===== config.mk =====
export PLATFORM = sky130hd
export DESIGN_NAME = inst_fetch
export DESIGN_NICKNAME = d
export VERILOG_FILES = /design/src/rtl/inst_fetch.sv
export SDC_FILE = /design/constraint.sdc
export NUM_CORES = 1
export LEC_CHECK = 0
export CAP_MARGIN = 25
export CORE_MARGIN = 2
export CORE_UTILIZATION = 25
export DETAILED_ROUTE_END_ITERATION = 16
export PLACE_DENSITY_LB_ADDON = 0.15
export RECOVER_POWER = 25
export SETUP_SLACK_MARGIN = 0.5
export SYNTH_ARGS = -nofsm -noshare
export SYNTH_HDL_FRONTEND = slang
export SYNTH_SLANG_ARGS = --single-unit

===== constraint.sdc =====
create_clock -name iClk -period 5.55 [get_ports iClk]
set_input_delay 1.11 -clock iClk [delete_from_list [all_inputs] [get_ports iClk]]
set_output_delay 1.11 -clock iClk [all_outputs]
set_load 0.02 [all_outputs]

===== src/rtl/inst_fetch.sv =====
// Instruction fetch unit: credit-limited in-order fetch toward memory, PC-tagged output FIFO to the decoder.
// Redirects flush buffered words and drop responses still owed by memory for the old stream.
module inst_fetch #(
  parameter logic [31:0] cResetPc   = 32'h0000_0000,
  parameter int          cFifoDepth = 2
) (
  input  logic        iClk,
  input  logic        iRst,
  input  logic        iRedirect,
  input  logic [31:0] iRedirectPc,
  output logic        oMemReqValid,
  input  logic        iMemReqReady,
  output logic [31:0] oMemReqAddr,
  input  logic        iMemRspValid,
  input  logic [31:0] iMemRspData,
  input  logic        iMemRspErr,
  output logic        oInstValid,
  input  logic        iInstReady,
  output logic [31:0] oInst,
  output logic [31:0] oInstPc,
  output logic        oInstErr
);

  localparam int cCntW = $clog2(cFifoDepth) + 1;
  localparam int cPtrW = $clog2(cFifoDepth);
  localparam logic [cCntW:0] cDepthW = (cCntW + 1)'(cFifoDepth);
  localparam logic [31:0] cNop = 32'h0000_0013;

  typedef enum logic {RUN, HALT} tState;

  tState            r_state;
  logic [cCntW-1:0] r_outstanding;
  logic [cCntW-1:0] r_fifoCount;
  logic [cCntW-1:0] r_dropCnt;
  logic [cPtrW-1:0] r_rdPtr;
  logic [cPtrW-1:0] r_wrPtr;
  logic [31:0]      r_rspPc;
  logic             r_reqValid;
  logic [31:0]      r_reqAddr;
  logic [31:0]      r_fifoData [cFifoDepth];
  logic [31:0]      r_fifoPc   [cFifoDepth];
  logic             r_fifoErr  [cFifoDepth];

  tState            w_nextState;
  logic             w_reqAccept;
  logic             w_push;
  logic             w_pop;
  logic [cCntW-1:0] w_nextOutstanding;
  logic [cCntW-1:0] w_nextCount;
  logic [cCntW-1:0] w_nextDrop;
  logic [cCntW:0]   w_creditSum;
  logic             w_nextReqValid;
  logic [31:0]      w_redirectPc;

  assign w_redirectPc = iRedirectPc & 32'hFFFF_FFFC;
  assign w_reqAccept  = r_reqValid && iMemReqReady;
  assign w_pop        = oInstValid && iInstReady;
  // A response arriving in the redirect cycle belongs to the old stream, so it is never pushed.
  assign w_push       = iMemRspValid && !iRedirect && (r_dropCnt == '0) && (r_state == RUN);

  assign w_nextOutstanding = r_outstanding + cCntW'(w_reqAccept) - cCntW'(iMemRspValid);
  assign w_nextCount = iRedirect ? '0 : (r_fifoCount + cCntW'(w_push) - cCntW'(w_pop));
  assign w_nextDrop = iRedirect ? w_nextOutstanding :
                      ((iMemRspValid && (r_dropCnt != '0)) ? (r_dropCnt - cCntW'(1)) : r_dropCnt);
  assign w_creditSum = {1'b0, w_nextOutstanding} + {1'b0, w_nextCount};
  assign w_nextReqValid = (w_nextState == RUN) && (w_creditSum < cDepthW);

  always_ff @(posedge iClk or posedge iRst) begin
    if (iRst) begin
      r_state <= RUN;
    end else begin
      r_state <= w_nextState;
    end
  end

  always_comb begin
    w_nextState = r_state;
    if (iRedirect) begin
      w_nextState = RUN;
    end else if (w_push && iMemRspErr) begin
      w_nextState = HALT;
    end
  end

  always_ff @(posedge iClk or posedge iRst) begin
    if (iRst) begin
      r_outstanding <= '0;
      r_fifoCount   <= '0;
      r_dropCnt     <= '0;
      r_rdPtr       <= '0;
      r_wrPtr       <= '0;
      r_rspPc       <= cResetPc;
      r_reqValid    <= 1'b0;
      r_reqAddr     <= cResetPc;
    end else begin
      r_outstanding <= w_nextOutstanding;
      r_fifoCount   <= w_nextCount;
      r_dropCnt     <= w_nextDrop;
      r_reqValid    <= w_nextReqValid;
      if (iRedirect) begin
        r_rdPtr   <= '0;
        r_wrPtr   <= '0;
        r_rspPc   <= w_redirectPc;
        r_reqAddr <= w_redirectPc;
      end else begin
        if (w_pop) begin
          r_rdPtr <= r_rdPtr + cPtrW'(1);
        end
        if (w_push) begin
          r_wrPtr <= r_wrPtr + cPtrW'(1);
          r_rspPc <= r_rspPc + 32'd4;
        end
        if (w_reqAccept) begin
          r_reqAddr <= r_reqAddr + 32'd4;
        end
      end
    end
  end

  always_ff @(posedge iClk) begin
    if (w_push) begin
      r_fifoData[r_wrPtr] <= iMemRspData;
      r_fifoPc[r_wrPtr]   <= r_rspPc;
      r_fifoErr[r_wrPtr]  <= iMemRspErr;
    end
  end

  assign oMemReqValid = r_reqValid;
  assign oMemReqAddr  = r_reqAddr;
  assign oInstValid   = (r_fifoCount != '0);
  assign oInst        = oInstValid ? r_fifoData[r_rdPtr] : cNop;
  assign oInstPc      = oInstValid ? r_fifoPc[r_rdPtr] : 32'h0000_0000;
  assign oInstErr     = oInstValid ? r_fifoErr[r_rdPtr] : 1'b0;

endmodule


==> flow_summary.toml, run 1 <==
[floorplan]
die_w_um = 194.2
io_pins = 170
die_area_mm2 = 0.03771
core_mm2 = 0.03557
row_count = 69
die_h_um = 194.2
start_util_pct = 25.42

[power]
switching_share_pct = 35.27
power_frac_seq_pct = 38.3
p_sw_w = 0.001750
power_density_mw_per_mm2 = 420.8
ir_worst_vdd_mv = 0.2494
p_leak_nw = 4.054
p_clk_share_pct = 25.0
totalPowerFinal_w = 0.004961
intPower_w = 0.003211
comb_power_share_pct = 36.8

[cts]
cts_setup_buffers = 0
clk_pin_slew_ns = 0.08
post_cts_resize_count = 0
cts_buffer_depth = 2
cts-hold-fix-buffers = 0
cts_root_buffer = "clkbuf_16"
tritoncts = "yes"
cts_sinks = 196
htree_num_levels = 4
numCtsBuffers = 17
worstSkewPairLatency_ns = 0.43

[grt]
grt-ovfl-total = 0
track_usage_pct = 12.83
antenna_found_initial = 0
grt_pass1_wl_um = 37450
grt_pass1_vias = 6274
grt_max_degree = 72

[finish]
drive_gt1_share_pct = 8.186
n_antenna_cell = 0
finalNonFillerCells = 1365
fin_nets = 971
fin_util_pct = 33.14
fin_area_mm2 = 0.01179
areaGrowthSynthToFinish_pct = 30.37

[detailed_routing]
ant_nets = 0
drc = 0
num_vias = 6431
dr.pass1.iters = 4
drt_iter0_drc = 290
via_per_inst = 4.711
wire_per_inst_um = 17.74
wl_um = 24220

[sta]
finalSetupViolCount = 0
tns_ns = 0
fmax_ghz = 0.2634
worstMarginPinSlew_ns = 1.028
grt_setup_unrepaired = "false"
hold_viol = 0
final_max_slew_viol_count = 0
min_period_ns = 3.797
min_period_over_period_pct = 68.42
max_slew_margin_pct = 30.86
skew_ns = 0.01429

[setup_path]
crit_path_max_fanout = 32
crit_type = "reg2out"
r2r_slack_ns = 2.24
cp-end-kind = "output port"
critPathRequiredTime_ns = 4.44
crit_arrival_ns = 2.69
worstPathCellList = "nor2_4 > buf_4 > nor2_1 > clkdlybuf4s50_1"
max_stage_delay_ns = 0.67
crit_slowest_cell = "nor2_4"
cp-start-kind = "flop"

[synth]
yosysMostFrequentCell = "edfxtp_1"
netlist-cell-type-count = 52
ys_ff_latch = 196
yosys-top-cells-area = "edfxtp_1 (42%), dfrtp_1 (19%), mux2i_1 (7.1%)"
synth_commonest_cells = "edfxtp_1 (126), nor2_1 (94), dfrtp_1 (70)"
netlist_instances = 738
synth_top_area_share_pct = 41.84
synth-main-ff-cell = "edfxtp_1"
async_reset_ff_share_pct = 35.71
yosys.area.top_type = "edfxtp_1"
yosysSeqAreaShare_pct = 61.21
syn_area_mm2 = 0.009042
synth-edff-count = 126
yosys_warnings = 0
syn_area_per_cell_um2 = 12.25

[placement]
port_buffers = 163
dp_cells = 1333
placed_area_mm2 = 0.01118
place_congestion = 0.7396
dp_hpwl_um = 16770

[run]
maxCapViolations = 0

[worst_hold_path]
min_path_type = "reg2reg"

[status]
status = "complete, no violations"
[cells by family (layout without fill, tap and decap cells)]
group | Yosys count | in the layout | share of synthesized area, %
compound gates | 76 | 76 | 6.047
xor+xnor | 26 | 26 | 2.518
fa+ha+maj | 8 | 8 | 1.190
buf+inv | 60 | 223 | 2.670
flops | 196 | 196 | 61.21
mux | 80 | 80 | 9.077
other cells | 1 | 4 | 0.04147
simple gates | 291 | 291 | 17.24
[critical path, delay by kind of cell (launching register included)]
kind	cells	cell delay, ns
buffers and inverters	2	1.04
AND/OR/NAND/NOR	2	0.78
flip-flops	1	0.42
[final timing paths]
check                                  from               end  cells after the start
setup reg to reg             r_fifoCount[1]      oMemReqValid                     11
hold reg to reg            r_outstanding[0]  r_outstanding[0]                      1
max in group asynchronous              iRst        r_rspPc[7]                      3
hold / removal             r_outstanding[0]  r_outstanding[0]                      1
min in group asynchronous              iRst   oMemReqAddr[28]                      2
setup / recovery             r_fifoCount[1]          oInstErr                      4
[per-stage QoR]
step	hold WS (ns)	setup slack (ns)
after floorplan	0.4402	1.217
after global placement	0.5201	1.431
after detailed placement	0.5212	1.456
after CTS	0.5403	1.544
after global routing	0.5729	1.521
final	0.5351	1.753
[layout by cell type (no fill, tap or decap), drive strengths merged, types with 14 or more instances in the layout]
cell type / count
clkdlybuf4s50: 131
edfxtp: 126
nor2: 94
dfrtp: 70
mux2i: 64
nand2: 31
dlygate4sd3: 31
nor3: 29
clkbuf: 22
and4: 21
nand4: 21
inv: 20
nor4: 19
xnor2: 18
a31oi: 16
a211oi: 16
mux2: 16
and3: 16
nand3: 15
buf: 14
[sequential cells by signal, indices dropped and copies added, names as in the netlist]
| name | flops |
|---|---|
| r_fifoData | 64 |
| r_fifoPc | 60 |
| oMemReqAddr | 30 |
| r_rspPc | 30 |
| r_dropCnt | 2 |
| r_fifoCount | 2 |
| r_fifoErr | 2 |
| r_outstanding | 2 |
| oMemReqValid | 1 |
| r_rdPtr | 1 |
| r_state | 1 |
| r_wrPtr | 1 |
[power groups by stage]
stage                     Combinational [W]  Clock [W]  Sequential (W)
final                               0.00182    0.00124         0.00190
after CTS                           0.00181    0.00128         0.00197
after global placement              0.00180          0         0.00199
after floorplan                     0.00104          0         0.00190
after global routing                0.00199    0.00135         0.00192
after detailed placement            0.00180          0         0.00199
[area by class of cell]
class | count | area [um^2]
Clock inverter | 9 | 90.09
Fill cell | 3610 | 23780
Clock buffer | 22 | 488.0
Timing Repair Buffer | 176 | 1742
Multi-Input combinational cell | 485 | 3293
Sequential cell | 196 | 5539
Tap cell | 461 | 576.8
Inverter | 16 | 60.06
[routing by layer]
layer	up-vias	track usage [%]	routed length (um)
met2	166	19.47	10850
met4	0	3.367	257
met5	-	0	0
met1	3166	18.57	12250
li1	3085	-	-
met3	14	2.609	864
Power figures use the tool's default switching activity.
==> run 2: changes to the inputs <==
==> constraint.sdc (replaced) <==
create_clock -name iClk -period 3.1 [get_ports iClk]
set_input_delay 0.62 -clock iClk [delete_from_list [all_inputs] [get_ports iClk]]
set_output_delay 0.62 -clock iClk [all_outputs]
set_load 0.02 [all_outputs]
==> run 2 against run 1 <==
Clock skew increased by 0.0080 ns; count of clock-buffer cells in the layout rose by 2; cell count grew 1.8%; register-to-register slack got worse by 1.6 ns; worst hold slack better by 0.0036 ns; first-iteration DRC count shrank 13%.
==> flow_summary.toml, run 2 (synthesis gave the netlist of run 1 again) <==
[status]
status = "complete, no violations"

[power]
intPower_w = 0.005819
switching_share_pct = 36.09
ir_worst_vdd_mv = 0.4215
comb_power_share_pct = 38.2
power_frac_seq_pct = 37.2
power_density_mw_per_mm2 = 750.6
p_sw_w = 0.003287
p_clk_share_pct = 24.6
p_leak_nw = 4.500

[cts]
tritoncts = "yes"
cts-hold-fix-buffers = 0
clk_pin_slew_ns = 0.07
cts_root_buffer = "clkbuf_16"
worstSkewPairLatency_ns = 0.44
cts_sinks = 196
numCtsBuffers = 17
htree_num_levels = 4
cts_buffer_depth = 2

[sta]
final_max_slew_viol_count = 0
whs_ns = 0.5387
hold_viol = 0
tns_ns = 0
max_slew_margin_pct = 50.43
min_period_ns = 2.547
min_period_over_period_pct = 82.17
worstMarginPinSlew_ns = 0.7435
fmax_ghz = 0.3926
grt_setup_unrepaired = "true"
skew_ns = 0.02233
finalSetupViolCount = 0

[placement]
port_buffers = 163
place_congestion = 0.7682
dp_hpwl_um = 17030
dp_cells = 1348

[finish]
finalNonFillerCells = 1390
mostFrequentLayoutCell = "edfxtp_1"
largest_reg_flops = 64
n_antenna_cell = 0
fin_util_pct = 34.11
layout_common_cells = "edfxtp_1 (126), nor2_1 (91), clkdlybuf4s50_1 (72), dfrtp_1 (68), mux2i_1 (62)"
regMostFlops = "r_fifoData"
drive_gt1_share_pct = 12.16
largestRegisters = "r_fifoData: 64 flops, r_fifoPc: 60 flops"
areaGrowthSynthToFinish_pct = 34.18
fin_nets = 995

[floorplan]
die_area_mm2 = 0.03771
io_pins = 170
die_w_um = 194.2
core_mm2 = 0.03557
start_util_pct = 25.42
die_h_um = 194.2
row_count = 69

[detailed_routing]
via_per_inst = 4.694
drc = 0
wl_um = 25240
ant_nets = 0
num_vias = 6524
drt_iter0_drc = 252
wire_per_inst_um = 18.15
dr.pass1.iters = 4

[setup_path]
critPathRequiredTime_ns = 3.45
crit_type = "in2reg"
endpoint = "oMemReqValid"
crit_path_max_fanout = 2
crit_start = "iMemRspValid"
reg2reg_to = "oMemReqValid"
cp-end-kind = "flop"
cp-start-kind = "input pin"
r2r-start = "r_dropCnt[0]"
r2r_slack_ns = 0.60
crit_arrival_ns = 2.90
rr_worst_depth = 12

[worst_hold_path]
min_path_type = "reg2reg"

[run]
maxCapViolations = 0

[grt]
grt_pass1_wl_um = 38450
antenna_found_initial = 0
grt_max_degree = 65
grt_pass1_vias = 6398
grt-ovfl-total = 0
track_usage_pct = 13.23
==> run 2: cell types whose count changed in the layout (fill, tap and decap cells not counted), sizes merged, moves of 3 or more <==
cell,before,now
dlymetal6s2s,0,3
dlygate4sd2,0,58
clkdlybuf4s50,131,72
dlygate4sd3,31,28
clkbuf,22,26
buf,14,37
==> run 2: repair_timing <==
| action | in CTS | in global routing |
|---|---|---|
| endpoints found under the setup margin | 64 | 26 |
| gates resized for setup | 68 | 15 |
| gates cloned | 1 | 1 |
| setup buffers | 2 | 6 |
| hold endpoints to repair | 0 | 0 |
| pin swaps | 3 | 5 |
==> run 2: layout make-up <==
type	instances	area [um^2]
fill	3612	23440
tap	461	576.8
multi-input combinational	485	3369
inverter	16	62.56
clock inverter	8	60.06
sequential	196	5540
clock buffer	24	536.8
timing repair buffer	200	1987
==> run 2: how the worst min path moves through the flow <==
stage | from | to | slack (ns) | cells past startpoint
2_1_floorplan | r_rspPc[23] | r_fifoPc[0][23] | 0.44 | 0
3_3_place_gp | r_rspPc[31] | r_fifoPc[0][31] | 0.51 | 0
3_5_place_dp | r_rspPc[31] | r_fifoPc[1][31] | 0.52 | 0
4_1_cts | iRst | oMemReqAddr[28] | 0.44 | 2
5_1_grt | r_outstanding[0] | r_outstanding[0] | 0.56 | 1
6_report | r_outstanding[0] | r_outstanding[0] | 0.54 | 1
==> run 2: routing by layer <==
metal / share of wire, % / global-route usage [%] / wire [um] / up-vias
li1: - / - / - / 3138
met3: 3.9 / 2.818 / 981 / 14
met4: 1.0 / 3.311 / 255 / 0
met5: 0 / 0 / 0 / -
met2: 48 / 21.42 / 12000 / 155
met1: 48 / 18.03 / 12000 / 3217
==> run 2: power by group through the flow <==
stage          logic, W  clock network (W)  registers, W
6_report        0.00347            0.00224       0.00339
5_1_grt         0.00380            0.00243       0.00343
4_1_cts         0.00343            0.00233       0.00338
3_5_place_dp    0.00345                  0       0.00346
3_3_place_gp    0.00343                  0       0.00345
2_1_floorplan   0.00189                  0       0.00340
==> run 2: per-stage QoR <==
stage / setup WS [ns] / instance area (um^2) / total power [W]
detailed placement: 0.08362 / 11400 / 0.006909
CTS: 0.3822 / 11990 / 0.009146
global route: 0.4648 / 12130 / 0.009653
finish: 0.5526 / 12130 / 0.009106
floorplan: 0.3406 / 9149 / 0.005281
global placement: 0.08800 / 11400 / 0.006885
==> run 2: critical path: stages <==
cell	delay, ns
clkdlybuf4s50_1	0.48
and3b_2	0.24
nand2_4	0.08
ha_4	0.26
inv_2	0.03
ha_4	0.14
xor2_1	0.14
xnor2_1	0.14
nor2_2	0.15
fa_1	0.45
nor3_2	0.17
==> run 3: changes to the inputs <==
==> constraint.sdc (replaced) <==
create_clock -name iClk -period 2.6 [get_ports iClk]
set_input_delay 0.52 -clock iClk [delete_from_list [all_inputs] [get_ports iClk]]
set_output_delay 0.52 -clock iClk [all_outputs]
set_load 0.02 [all_outputs]
==> run 3 against run 2 <==
Combinational power up 65%; cell count increased by 4.0%; power grew 36%; critical path depth up 1; clock skew fell by 0.011 ns; flip-flop and latch count unchanged; setup slack worse by 0.35 ns; count of clock-buffer cells in the layout fell by 6; critical path type is now reg2reg.
==> flow_summary.toml, run 3 (synthesis gave the netlist of run 1 again) <==
[placement]
port_buffers = 163
dp_hpwl_um = 17230
placed_area_mm2 = 0.01149
place_congestion = 0.7567

[grt]
track_usage_pct = 14.25
grt_pass1_wl_um = 40790
grt_max_degree = 71
antenna_found_initial = 1
grt-ovfl-total = 0
grt_pass1_vias = 6554

[cts]
numCtsBuffers = 17
cts_sinks = 196
cts_buffer_depth = 2
tritoncts = "yes"
htree_num_levels = 4
cts_root_buffer = "clkbuf_16"
worstSkewPairLatency_ns = 0.44
clk_pin_slew_ns = 0.07

[finish]
layout_common_cells = "edfxtp_1 (126), buf_4 (82), nor2_1 (78), dfrtp_1 (64), mux2i_1 (44)"
fin_nets = 1048
fillers = 3536
fin_util_pct = 36.60
drive_gt1_share_pct = 27.90
regMostFlops = "r_fifoData"
multi_input_area_mm2 = 0.003608
mostFrequentLayoutCell = "edfxtp_1"
largest_reg_flops = 64
register_area_mm2 = 0.005545
areaGrowthSynthToFinish_pct = 43.96
fin_area_mm2 = 0.01302
largestRegisters = "r_fifoData: 64 flops, r_fifoPc: 60 flops"

[detailed_routing]
wire_per_inst_um = 18.80
wl_um = 27160
drt_iter0_drc = 373
ant_nets = 0
dr.pass1.iters = 4
num_vias = 6824
drc = 0
via_per_inst = 4.722

[power]
p_leak_nw = 4.821
ir_worst_vdd_mv = 0.6141
power_density_mw_per_mm2 = 950.9

[setup_path]
r2r_slack_ns = 0.21
r2r-start = "r_dropCnt[1]"
cp-start-kind = "flop"
rr_worst_depth = 12
reg2reg_to = "oMemReqValid"
crit_arrival_ns = 2.75
crit_path_max_fanout = 2
crit_type = "reg2reg"
critPathRequiredTime_ns = 2.96
cp-end-kind = "flop"

[sta]
final_max_slew_viol_count = 0
tns_ns = 0
grt_setup_unrepaired = "true"
finalSetupViolCount = 0
min_period_over_period_pct = 92.03
fmax_ghz = 0.4179
hold_viol = 0
skew_ns = 0.01118
min_period_ns = 2.393

[floorplan]
io_pins = 170
die_w_um = 194.2
die_h_um = 194.2
start_util_pct = 25.42
row_count = 69
core_mm2 = 0.03557
die_area_mm2 = 0.03771

[status]
status = "complete, no violations"

[worst_hold_path]
min_path_type = "in2async"

[run]
maxCapViolations = 0
==> run 3: cell type report <==
class                           count  area share [%]
Antenna cell                        2         0.03845
Tap cell                          461           4.431
Clock inverter                     14           1.086
Inverter                           16          0.5094
Clock buffer                       18           3.297
Timing Repair Buffer              253           20.32
Multi-Input combinational cell    485           27.72
Sequential cell                   196           42.60
==> run 3: metal layers <==
layer	vias to the layer above	wire, um	global-route usage, %
met5	-	0	0
met2	181	12300	21.55
li1	3264	-	-
met3	21	1250	3.044
met4	0	379	4.181
met1	3358	13240	20.45
==> run 3: repair_timing <==
action                                  CTS  global route
resized for setup                       330           137
cloned                                    6             3
hold endpoints to repair                  0             0
hold buffers                              0             0
endpoints found under the setup margin   85            89
pin swaps                                10            37
setup buffers                            20            25
==> run 3: how the worst max path moves through the flow <==
stage	from	end	slack (ns)	depth (start not counted)
2_1_floorplan	iRedirect	oMemReqValid	-0.07	14
3_3_place_gp	iMemRspValid	oMemReqValid	-0.38	11
3_5_place_dp	iMemRspValid	oMemReqValid	-0.42	11
4_1_cts	r_dropCnt[0]	oMemReqValid	0.14	12
5_1_grt	r_dropCnt[0]	oMemReqValid	0.09	12
6_report	r_dropCnt[1]	oMemReqValid	0.21	12
==> run 3: power breakdown <==
part | internal, W | switching (W)
logic | 0.00286 | 0.00286
registers | 0.00371 | 0.000344
clock network | 0.00135 | 0.00126
==> run 3: worst max-delay path, stage by stage, from the launching register on <==
cell	delay [ns]
dfrtp_1	0.39
inv_2	0.07
ha_4	0.12
and3b_2	0.22
nand2_4	0.07
ha_4	0.26
inv_2	0.04
ha_4	0.15
xor2_2	0.14
xnor2_1	0.19
nor2_2	0.07
fa_1	0.43
nor3_1	0.16
==> run 3: stage by stage <==
stage	cells	power [W]	setup WS (ns)	hold WS, ns
final	1445	0.01238	0.2072	0.5262
after global routing	1443	0.01307	0.08894	0.5499
after CTS	1415	0.01170	0.1385	0.5339
after detailed placement	1357	0.008349	-0.4167	0.5214
after global placement	1357	0.008321	-0.3805	0.5122
after floorplan	741	0.006307	-0.06713	0.4402
